$ cat src/rtl/brush_stamper_if.sv
// rtl/brush_stamper_if.sv - point-in / plot-out signal bundle for brush_stamper
interface brush_stamper_if;
  logic [8:0] iX;
  logic [7:0] iY;
  logic       in_valid;
  logic [1:0] stencil_sel;
  logic [8:0] oX;
  logic [7:0] oY;
  logic       plot;
  logic       busy;
  logic       fifo_empty;
  logic [7:0] drop_count;

  modport master (
    output iX, iY, in_valid, stencil_sel,
    input  oX, oY, plot, busy, fifo_empty, drop_count
  );

  modport slave (
    input  iX, iY, in_valid, stencil_sel,
    output oX, oY, plot, busy, fifo_empty, drop_count
  );
endinterface

$ cat src/rtl/brush_stamper.sv
// rtl/brush_stamper.sv - buffers detected points and expands each into a clipped brush stamp
module brush_stamper #(
  parameter int FIFO_DEPTH = 16,
  parameter int ADDR_W     = 4,
  parameter int SCREEN_W   = 320,
  parameter int SCREEN_H   = 240
) (
  input  logic            clock50,
  input  logic            resetn,
  brush_stamper_if.slave  bus
);

  typedef enum logic [1:0] {IDLE, LOAD, STAMP} state_t;

  localparam logic [ADDR_W:0]        FULL_CNT = (ADDR_W+1)'(FIFO_DEPTH);
  localparam logic signed [10:0]     W_S      = 11'(SCREEN_W);
  localparam logic signed [10:0]     H_S      = 11'(SCREEN_H);

  logic [16:0]       mem [FIFO_DEPTH];
  logic [ADDR_W-1:0] wr_ptr, rd_ptr;
  logic [ADDR_W:0]   count;
  logic [7:0]        drop_cnt;

  state_t            state;
  logic [8:0]        cx;
  logic [7:0]        cy;
  logic [1:0]        shape;
  logic signed [2:0] rad, dx, dy;
  logic [8:0]        ox_r;
  logic [7:0]        oy_r;
  logic              plot_r;

  logic              in_frame, full, push, drop, pop;
  logic [16:0]       head;
  logic signed [10:0] px, py;
  logic              px_ok, py_ok, mask;

  assign in_frame = (32'(bus.iX) < SCREEN_W) && (32'(bus.iY) < SCREEN_H);
  // Full is judged on the pre-edge count, so a same-cycle pop never frees a slot for this push.
  assign full     = (count == FULL_CNT);
  assign push     = bus.in_valid && in_frame && !full;
  assign drop     = bus.in_valid && in_frame && full;
  assign pop      = (state == IDLE) && (count != '0);
  assign head     = mem[rd_ptr];

  assign px    = $signed({2'b00, cx}) + 11'(dx);
  assign py    = $signed({3'b000, cy}) + 11'(dy);
  assign px_ok = (px >= 0) && (px < W_S);
  assign py_ok = (py >= 0) && (py < H_S);
  assign mask  = (shape == 2'd3) ? ((dx == 3'sd0) || (dy == 3'sd0)) : 1'b1;

  always_ff @(posedge clock50) begin
    if (push) begin
      mem[wr_ptr] <= {bus.iX, bus.iY};
    end
  end

  always_ff @(posedge clock50 or negedge resetn) begin
    if (!resetn) begin
      wr_ptr   <= '0;
      rd_ptr   <= '0;
      count    <= '0;
      drop_cnt <= '0;
    end else begin
      if (push) wr_ptr <= wr_ptr + 1'b1;
      if (pop)  rd_ptr <= rd_ptr + 1'b1;
      case ({push, pop})
        2'b10:   count <= count + 1'b1;
        2'b01:   count <= count - 1'b1;
        default: count <= count;
      endcase
      if (drop && (drop_cnt != 8'hFF)) drop_cnt <= drop_cnt + 1'b1;
    end
  end

  always_ff @(posedge clock50 or negedge resetn) begin
    if (!resetn) begin
      state  <= IDLE;
      cx     <= '0;
      cy     <= '0;
      shape  <= '0;
      rad    <= '0;
      dx     <= '0;
      dy     <= '0;
      ox_r   <= '0;
      oy_r   <= '0;
      plot_r <= 1'b0;
    end else begin
      plot_r <= 1'b0;
      case (state)
        IDLE: begin
          if (pop) begin
            cx    <= head[16:8];
            cy    <= head[7:0];
            shape <= bus.stencil_sel;
            rad   <= (bus.stencil_sel == 2'd0) ? 3'sd0 :
                     (bus.stencil_sel == 2'd1) ? 3'sd1 : 3'sd2;
            state <= LOAD;
          end
        end
        LOAD: begin
          dx    <= -rad;
          dy    <= -rad;
          state <= STAMP;
        end
        STAMP: begin
          // Clipped/masked offsets still take a cycle so stamp length is shape-fixed.
          ox_r   <= px[8:0];
          oy_r   <= py[7:0];
          plot_r <= px_ok && py_ok && mask;
          if (dx == rad) begin
            dx <= -rad;
            dy <= dy + 3'sd1;
            if (dy == rad) state <= IDLE;
          end else begin
            dx <= dx + 3'sd1;
          end
        end
        default: state <= IDLE;
      endcase
    end
  end

  assign bus.oX         = ox_r;
  assign bus.oY         = oy_r;
  assign bus.plot       = plot_r;
  assign bus.busy       = (state != IDLE);
  assign bus.fifo_empty = (count == '0);
  assign bus.drop_count = drop_cnt;

endmodule

$ cat src/flat_wrapper.sv
// flat-port wrapper written by rule: the top's interface ports become plain ports
module brush_stamper_flat 
#(
  parameter int FIFO_DEPTH = 16,
  parameter int ADDR_W     = 4,
  parameter int SCREEN_W   = 320,
  parameter int SCREEN_H   = 240
)
  (clock50, resetn, bus_iX, bus_iY, bus_in_valid, bus_stencil_sel, bus_oX, bus_oY, bus_plot, bus_busy, bus_fifo_empty, bus_drop_count);
  brush_stamper_if bus_i ();
  input  logic clock50;
  input  logic resetn;
  input wire logic [$bits(bus_i.iX)-1:0] bus_iX;
  input wire logic [$bits(bus_i.iY)-1:0] bus_iY;
  input wire logic [$bits(bus_i.in_valid)-1:0] bus_in_valid;
  input wire logic [$bits(bus_i.stencil_sel)-1:0] bus_stencil_sel;
  output wire logic [$bits(bus_i.oX)-1:0] bus_oX;
  output wire logic [$bits(bus_i.oY)-1:0] bus_oY;
  output wire logic [$bits(bus_i.plot)-1:0] bus_plot;
  output wire logic [$bits(bus_i.busy)-1:0] bus_busy;
  output wire logic [$bits(bus_i.fifo_empty)-1:0] bus_fifo_empty;
  output wire logic [$bits(bus_i.drop_count)-1:0] bus_drop_count;
  assign bus_i.iX = bus_iX;
  assign bus_i.iY = bus_iY;
  assign bus_i.in_valid = bus_in_valid;
  assign bus_i.stencil_sel = bus_stencil_sel;
  assign bus_oX = bus_i.oX;
  assign bus_oY = bus_i.oY;
  assign bus_plot = bus_i.plot;
  assign bus_busy = bus_i.busy;
  assign bus_fifo_empty = bus_i.fifo_empty;
  assign bus_drop_count = bus_i.drop_count;
  brush_stamper #(.FIFO_DEPTH(FIFO_DEPTH), .ADDR_W(ADDR_W), .SCREEN_W(SCREEN_W), .SCREEN_H(SCREEN_H)) u_core (.clock50(clock50), .resetn(resetn), .bus(bus_i));
endmodule
$ cat config.mk
export PLATFORM = sky130hd
export DESIGN_NAME = brush_stamper_flat
export DESIGN_NICKNAME = d
export VERILOG_FILES = /design/src/rtl/brush_stamper_if.sv /design/src/rtl/brush_stamper.sv /design/src/flat_wrapper.sv
export SDC_FILE = /design/constraint.sdc
export NUM_CORES = 1
export LEC_CHECK = 0
export CORE_MARGIN = 2
export CORE_UTILIZATION = 50
export DETAILED_ROUTE_END_ITERATION = 12
export GPL_TIMING_DRIVEN = 0
export PLACE_DENSITY = 0.76
export SLEW_MARGIN = 20
export SYNTH_ARGS = -nofsm -noshare
export SYNTH_HDL_FRONTEND = slang
export SYNTH_SLANG_ARGS = --single-unit
$ cat constraint.sdc
create_clock -name clock50 -period 3.38 [get_ports clock50]
set_input_delay 0.338 -clock clock50 [delete_from_list [all_inputs] [get_ports clock50]]
set_output_delay 0.338 -clock clock50 [all_outputs]
set_load 0.02 [all_outputs]
======== Word-level counts from Yosys, hierarchy flattened ========
Memory sizes are Yosys's and may differ from the RTL's. A register that Yosys moved wholly into a read port is not among the register bits.
Cells that the tools add are included.
Widths: inputs -> output; s select.
word-level totals
  bits in registers ....................... 52
  bits in writable memories ............... 272
  input port bits ......................... 22
  output and inout bits ................... 28
  word-level logic and storage cells ...... 82
  memories ................................ 1
cells by class
  add/subtract/negate cells ............... 10
  order comparisons ....................... 6
  equality and inequality tests ........... 13
  multiplexer cells ....................... 15
  reductions and logical operators ........ 25
memories
  memory      words  width  read ports  clocked after Yosys merged registers in  wr ports  line                 source
  u_core.mem  16     17     1           1                                        1         brush_stamper.sv:19  logic [16:0] mem [FIFO_DEPTH];
operator list
  kind                  count
  $pmux 3 s2            2
  $add 10x3->11         1
  $ge 11x1->1 const B   1
  $lt 11x10->1 const B  1
  $add 9x3->10          1
  $ge 10x1->1 const B   1
  $logic_and 1x1->1     10
  $lt 10x9->1 const B   1
  $pmux 5 s2            1
  $lt 9x9->1 const B    1
  $mux 3                3
  $add 4x1->4 const B   2
  $add 8x1->8 const B   1
  $lt 8x8->1 const B    1
  $mux 2                4
  $ne 8x8->1 const B    1
  $add 3x2->3 const B   2
  $eq 2x1->1 const B    3
  $eq 2x2->1 const B    3
  $eq 3x3->1            2
  $logic_not 3->1       2
  $ne 2x1->1 const B    3
  $pmux 2 s3            1
  $reduce_bool 2->1     3
  other kinds (12)      18

======== Longest topological paths before layout ========
  word-level depth ........................ 6
  mapped depth ............................ 15

======== Least setup slack after synthesis ========
No wires, ideal clock.
  path kind ............................... reg-to-reg
  from .................................... register u_core.count[1]
  to ...................................... register u_core.count[4]
  arrival ................................. 2792 ps
  required time ........................... 3255 ps
  setup slack ............................. 463 ps
  cell stages (with the launch flop) ...... 16
  path buffers ............................ 2
  cell sequence ........................... dfrtp_1 > nor4_2 > and2b_1 > nand2b_1 > buf_2 > inv_2 > clkbuf_1 > ha_1 > inv_1 > fa_1 > inv_1 > a21o_1 > a21oi_1 > xnor2_1 > nor2_1 > xor2_1
on the way
  elaborated cells between the ends (all ways) .. 11
  those cells by class .................... add/sub (2); eq/ne (3); mux (1); reduce/logical (5)
RTL lines
  what                                             line                 source
  from (decl)                                      brush_stamper.sv:21  logic [ADDR_W:0] count;
  from (signal assigned)                           brush_stamper.sv:68  2'b10: count <= count + 1'b1;
  from (signal assigned)                           brush_stamper.sv:69  2'b01: count <= count - 1'b1;
  from (signal assigned)                           brush_stamper.sv:70  default: count <= count;
  $reduce_bool 5->1 (*)                            brush_stamper.sv:43  assign pop = (state == IDLE) && (count != '0);
  $logic_and 1x1->1 (*)                            brush_stamper.sv:43
  net u_core.pop                                   brush_stamper.sv:33  logic in_frame, full, push, drop, pop;
  $eq 2x1->1 or $eq 2x2->1 (tied branches)         brush_stamper.sv:67  case ({push, pop})
  $pmux 5 s2 or $reduce_bool 2->1 (tied branches)  --
The timed path passes the listed nets; every way through them passes the cells marked *.
A chain may end at the register's enable or synchronous reset.

======== Worst setup path after layout ========
  from .................................... input bus_iX[7]
  to ...................................... register u_core.count[4]
on the way
  word-level cells in the longest chain between the ends .. 6
  elaborated cells between the ends (all ways) .. 8
  those cells by class .................... order compare (1); eq/ne (2); mux (1); reduce/logical (4)
ends and longest elaborated chain
  what                                             line                 source
  from (decl)                                      flat_wrapper.sv:13   input wire logic [$bits(bus_i.iX)-1:0] bus_iX;
  $lt 9x9->1 (*)                                   brush_stamper.sv:38  assign in_frame = (32'(bus.iX) < SCREEN_W) && (32'(bus.iY) < SCREEN_H);
  $logic_and 1x1->1 (*)                            brush_stamper.sv:38
  $logic_and 1x1->1 (*) (2 in series)              brush_stamper.sv:41  assign push = bus.in_valid && in_frame && !full;
  $eq 2x1->1 or $eq 2x2->1 (tied branches)         brush_stamper.sv:67
  $pmux 5 s2 or $reduce_bool 2->1 (tied branches)  --
Mark *: on every way between the ends. The rest lies on a longest branch, timed or not.

==> key figures <==
Clocking
  – TritonCTS clock tree: built
  – CTS root buffer: clkbuf_16
  – CTS buffer count: 37
  – H-tree depth: 2
  – Clk_lat worst skew: 530 ps
  – CTS Sinks: 340
  – Clock transition at path regs: 50 ps
  – CTS max path bufs: 3
  – Number of buffers added for setup after CTS: 0

Critical path
  – CP peak stage delay: 730 ps
  – Crit path max-delay family: compound AO/OA/AOI/OAI gates
  – Worst path cell trace: clkdlybuf4s50_1 -> o21ai_0 -> nand3_1 -> a21oi_2 -> inv_1 -> ha_1 -> inv_1 -> fa_1 -> inv_1 -> a21o_1 -> a21oi_1 -> xnor2_1 -> nor2_1 -> xor2_1
  – Crit path kind: in2reg
  – Crit path DAT: 3550 ps
  – Required time worst endpoint: 3780 ps
  – Worst path slowest cell: clkdlybuf4s50_1
  – CP startpoint kind: input pin
  – Endpoint class of the critical path: register
  – CP bufs+invs: 4
  – Max Fanout on Critical Path: 17
  – Most repeated library cell on the critical path: inv_1

Layout
  – Design area: 0.0168 mm^2
  – Area of the multi-input gates: 0.00437 mm^2
  – Fill cell count: 2,146
  – NumNets Final: 980
  – Ratio of cells with drive above 1 in the final layout: 20.3%
  – Reg area: 0.00987 mm^2
  – Ant. Diodes: 0
  – Commonest non-fill, non-tap cell in the layout: edfxtp_1
  – Commonest cells after routing, fill and taps aside: 272 x edfxtp_1, 81 x nand2_1, 76 x mux4_2
  – Area grow syn2layout: 16.6%

Global route
  – M3 GR Usage: 3.50%
  – GR Util met2: 33.1%
  – Top Usage Layer GRT: met2
  – Met1 Resource Use GR: 27.6%
  – Total GRT Usage: 20.3%
  – GR Overflow Total: 0
  – Initial antenna violation count: 0
  – First-pass GRT wire length: 46,000 um
  – Vias in the first global route: 7,807
  – Largest net degree at the start of global routing: 55

Yosys
  – Synth warnings: 0
  – Number of synthesized register bits: 340
  – Mapped Area: 0.0144 mm^2
  – Distinct cells, synth: 64
  – Number of synthesized flops with an enable pin: 272
  – Avg Cell Area, Syn: 17.7 um^2
  – Async set or reset register ratio after synthesis: 20.0%
  – Post-synthesis sequential area ratio: 68.4%
  – Main synth FF type: edfxtp_1
  – Post-Synthesis Cells: 817
  – Synth Net Count: 879

Flow run
  – Max-Cap Viols: 0

Route
  – DRT Pass-1 Iters: 5
  – Drt via density: 5.72
  – # DRC: 0
  – Total number of vias: 7,617
  – Drt first-iter violations: 749
  – WL/cell: 22.6 um
  – Antenna-violating nets left: 0
  – WL final: 30,100 um

Timing
  – Period utilisation layout: 93.1%
  – Slew Viols, Final: 0
  – Relative slew margins: 40.7%
  – Worst-margin pin slew: 889 ps
  – Final setup fails: 0
  – Clk_skew: 17.7 ps
  – Final min period: 3150 ps
  – Final hold vios: 0
  – Fmax: 318 MHz
  – Unrepaired setup endpoints after global routing: false

Die
  – Die Span Y: 174 um
  – Starting Density: 50.6%
  – Io pins: 50
  – Full die area: 0.0302 mm^2
  – Chip width: 174 um
  – Core Area: 0.0285 mm^2
  – FP Rows: 62

Placed design
  – # port buffers: 49
  – Placed cell areas: 0.0156 mm^2
  – Post-detail-place hpwl: 19,000 um
  – GP Congestion: 0.839

Power
  – Leakage: 5.92 nW
  – Tot Pwr: 15.3 mW
  – Peak VDD IR: 481 uV
  – PD cells: 912 mW/mm^2

Min path
  – Hold WC Path Type: in2async

Outcome
  – Status: finished clean
==> through the flow <==
step	worst slack, ps	hold WS, ps	util [%]	cells	setup TNS (ps)
final	232	224	58.9	1331	0
after global routing	2.66	249	58.9	1331	0
after CTS	19.7	223	58.9	1332	0
after detailed placement	-668	215	54.8	1263	-94060
after global placement	-1960	462	54.0	1250	-381520
after floorplan	463	42.4	-	817	0
==> cell families after synthesis <==
kind of cell,share of synthesized area (%)
DFF,68.4
and+or+nand+nor,4.98
muxes,14.8
AOI/OAI and AO/OA,4.04
buffers and inverters,2.18
adders and majority gates,3.62
xor gates and xnor gates,1.94
==> synth_stat cells (11+ instances only) <==
master,number,area share (%)
a21oi_1,15,0.52
clkbuf_1,16,0.42
dfrtp_1,68,12
edfxtp_1,272,57
ha_1,37,3.2
inv_1,32,0.83
mux2_2,11,0.86
mux4_2,76,12
nand2_1,81,2.1
nor2_1,29,0.75
o21ai_0,19,0.66
xnor2_1,21,1.3
xor2_1,11,0.67
==> layout make-up <==
class	count	area share [%]
inverter	33	0.736
timing repair buffer	63	3.84
clock buffer	48	5.93
buffer	30	1.12
clock inverter	20	0.892
tap	384	2.86
sequential	340	58.7
multi-input combinational	413	26.0
==> routing by layer <==
metal | vias to the layer above | part of all wire [%]
li1 | 3400 | -
met2 | 263 | 49
met5 | - | 0
met3 | 73 | 6.2
met1 | 3881 | 41
met4 | 0 | 3.7
==> what timing repair did <==
action / CTS / global route
resized for setup: 3 / 3
setup endpoints to repair: 21 / 184
hold buffers: 1 / 0
hold endpoints to repair: 68 / 0
==> worst register-to-register path, cell delays in order, from the launching register on <==
cell and delay [ps]:
dfrtp_1 440, nor4_4 370, and2b_2 260, nand2b_1 140, buf_2 230, inv_2 150, ha_1 280, inv_1 120
fa_1 230, inv_1 50, a21o_1 170, a21oi_1 170, xnor2_1 140, nor2_1 60, xor2_1 150
==> final timing paths <==
check	startpoint	end	slack [ps]	cells after the start
worst min register to register	u_core.shape[1]	u_core.shape[1]	480	2
max in group asynchronous	resetn	u_core.cy[6]	2640	3
min in group clock50	bus_stencil_sel[1]	u_core.shape[1]	450	3
worst max-delay path	bus_iX[7]	u_core.count[4]	230	14
worst min-delay path	resetn	u_core.count[3]	220	2
worst max register to register	u_core.count[1]	u_core.count[4]	320	14
==> flip-flops by register name, indices dropped and copies added, names as in the netlist <==
register,flops
u_core.shape,2
u_core.wr_ptr,4
u_core.bus.oX,9
u_core.mem,272
u_core.count,5
u_core.cx,9
u_core.state,2
u_core.rd_ptr,4
u_core.dy,3
u_core.bus.drop_count,8
u_core.dx,3
u_core.rad,2
u_core.bus.oY,8
u_core.bus.plot,1
u_core.cy,8
==> where the power goes <==
group / switching [mW] / internal (mW)
logic: 3.25 / 2.79
clock network: 1.62 / 2.18
registers: 0.367 / 5.13
total: 5.24 / 10.1
Power figures use the tool's default switching activity.
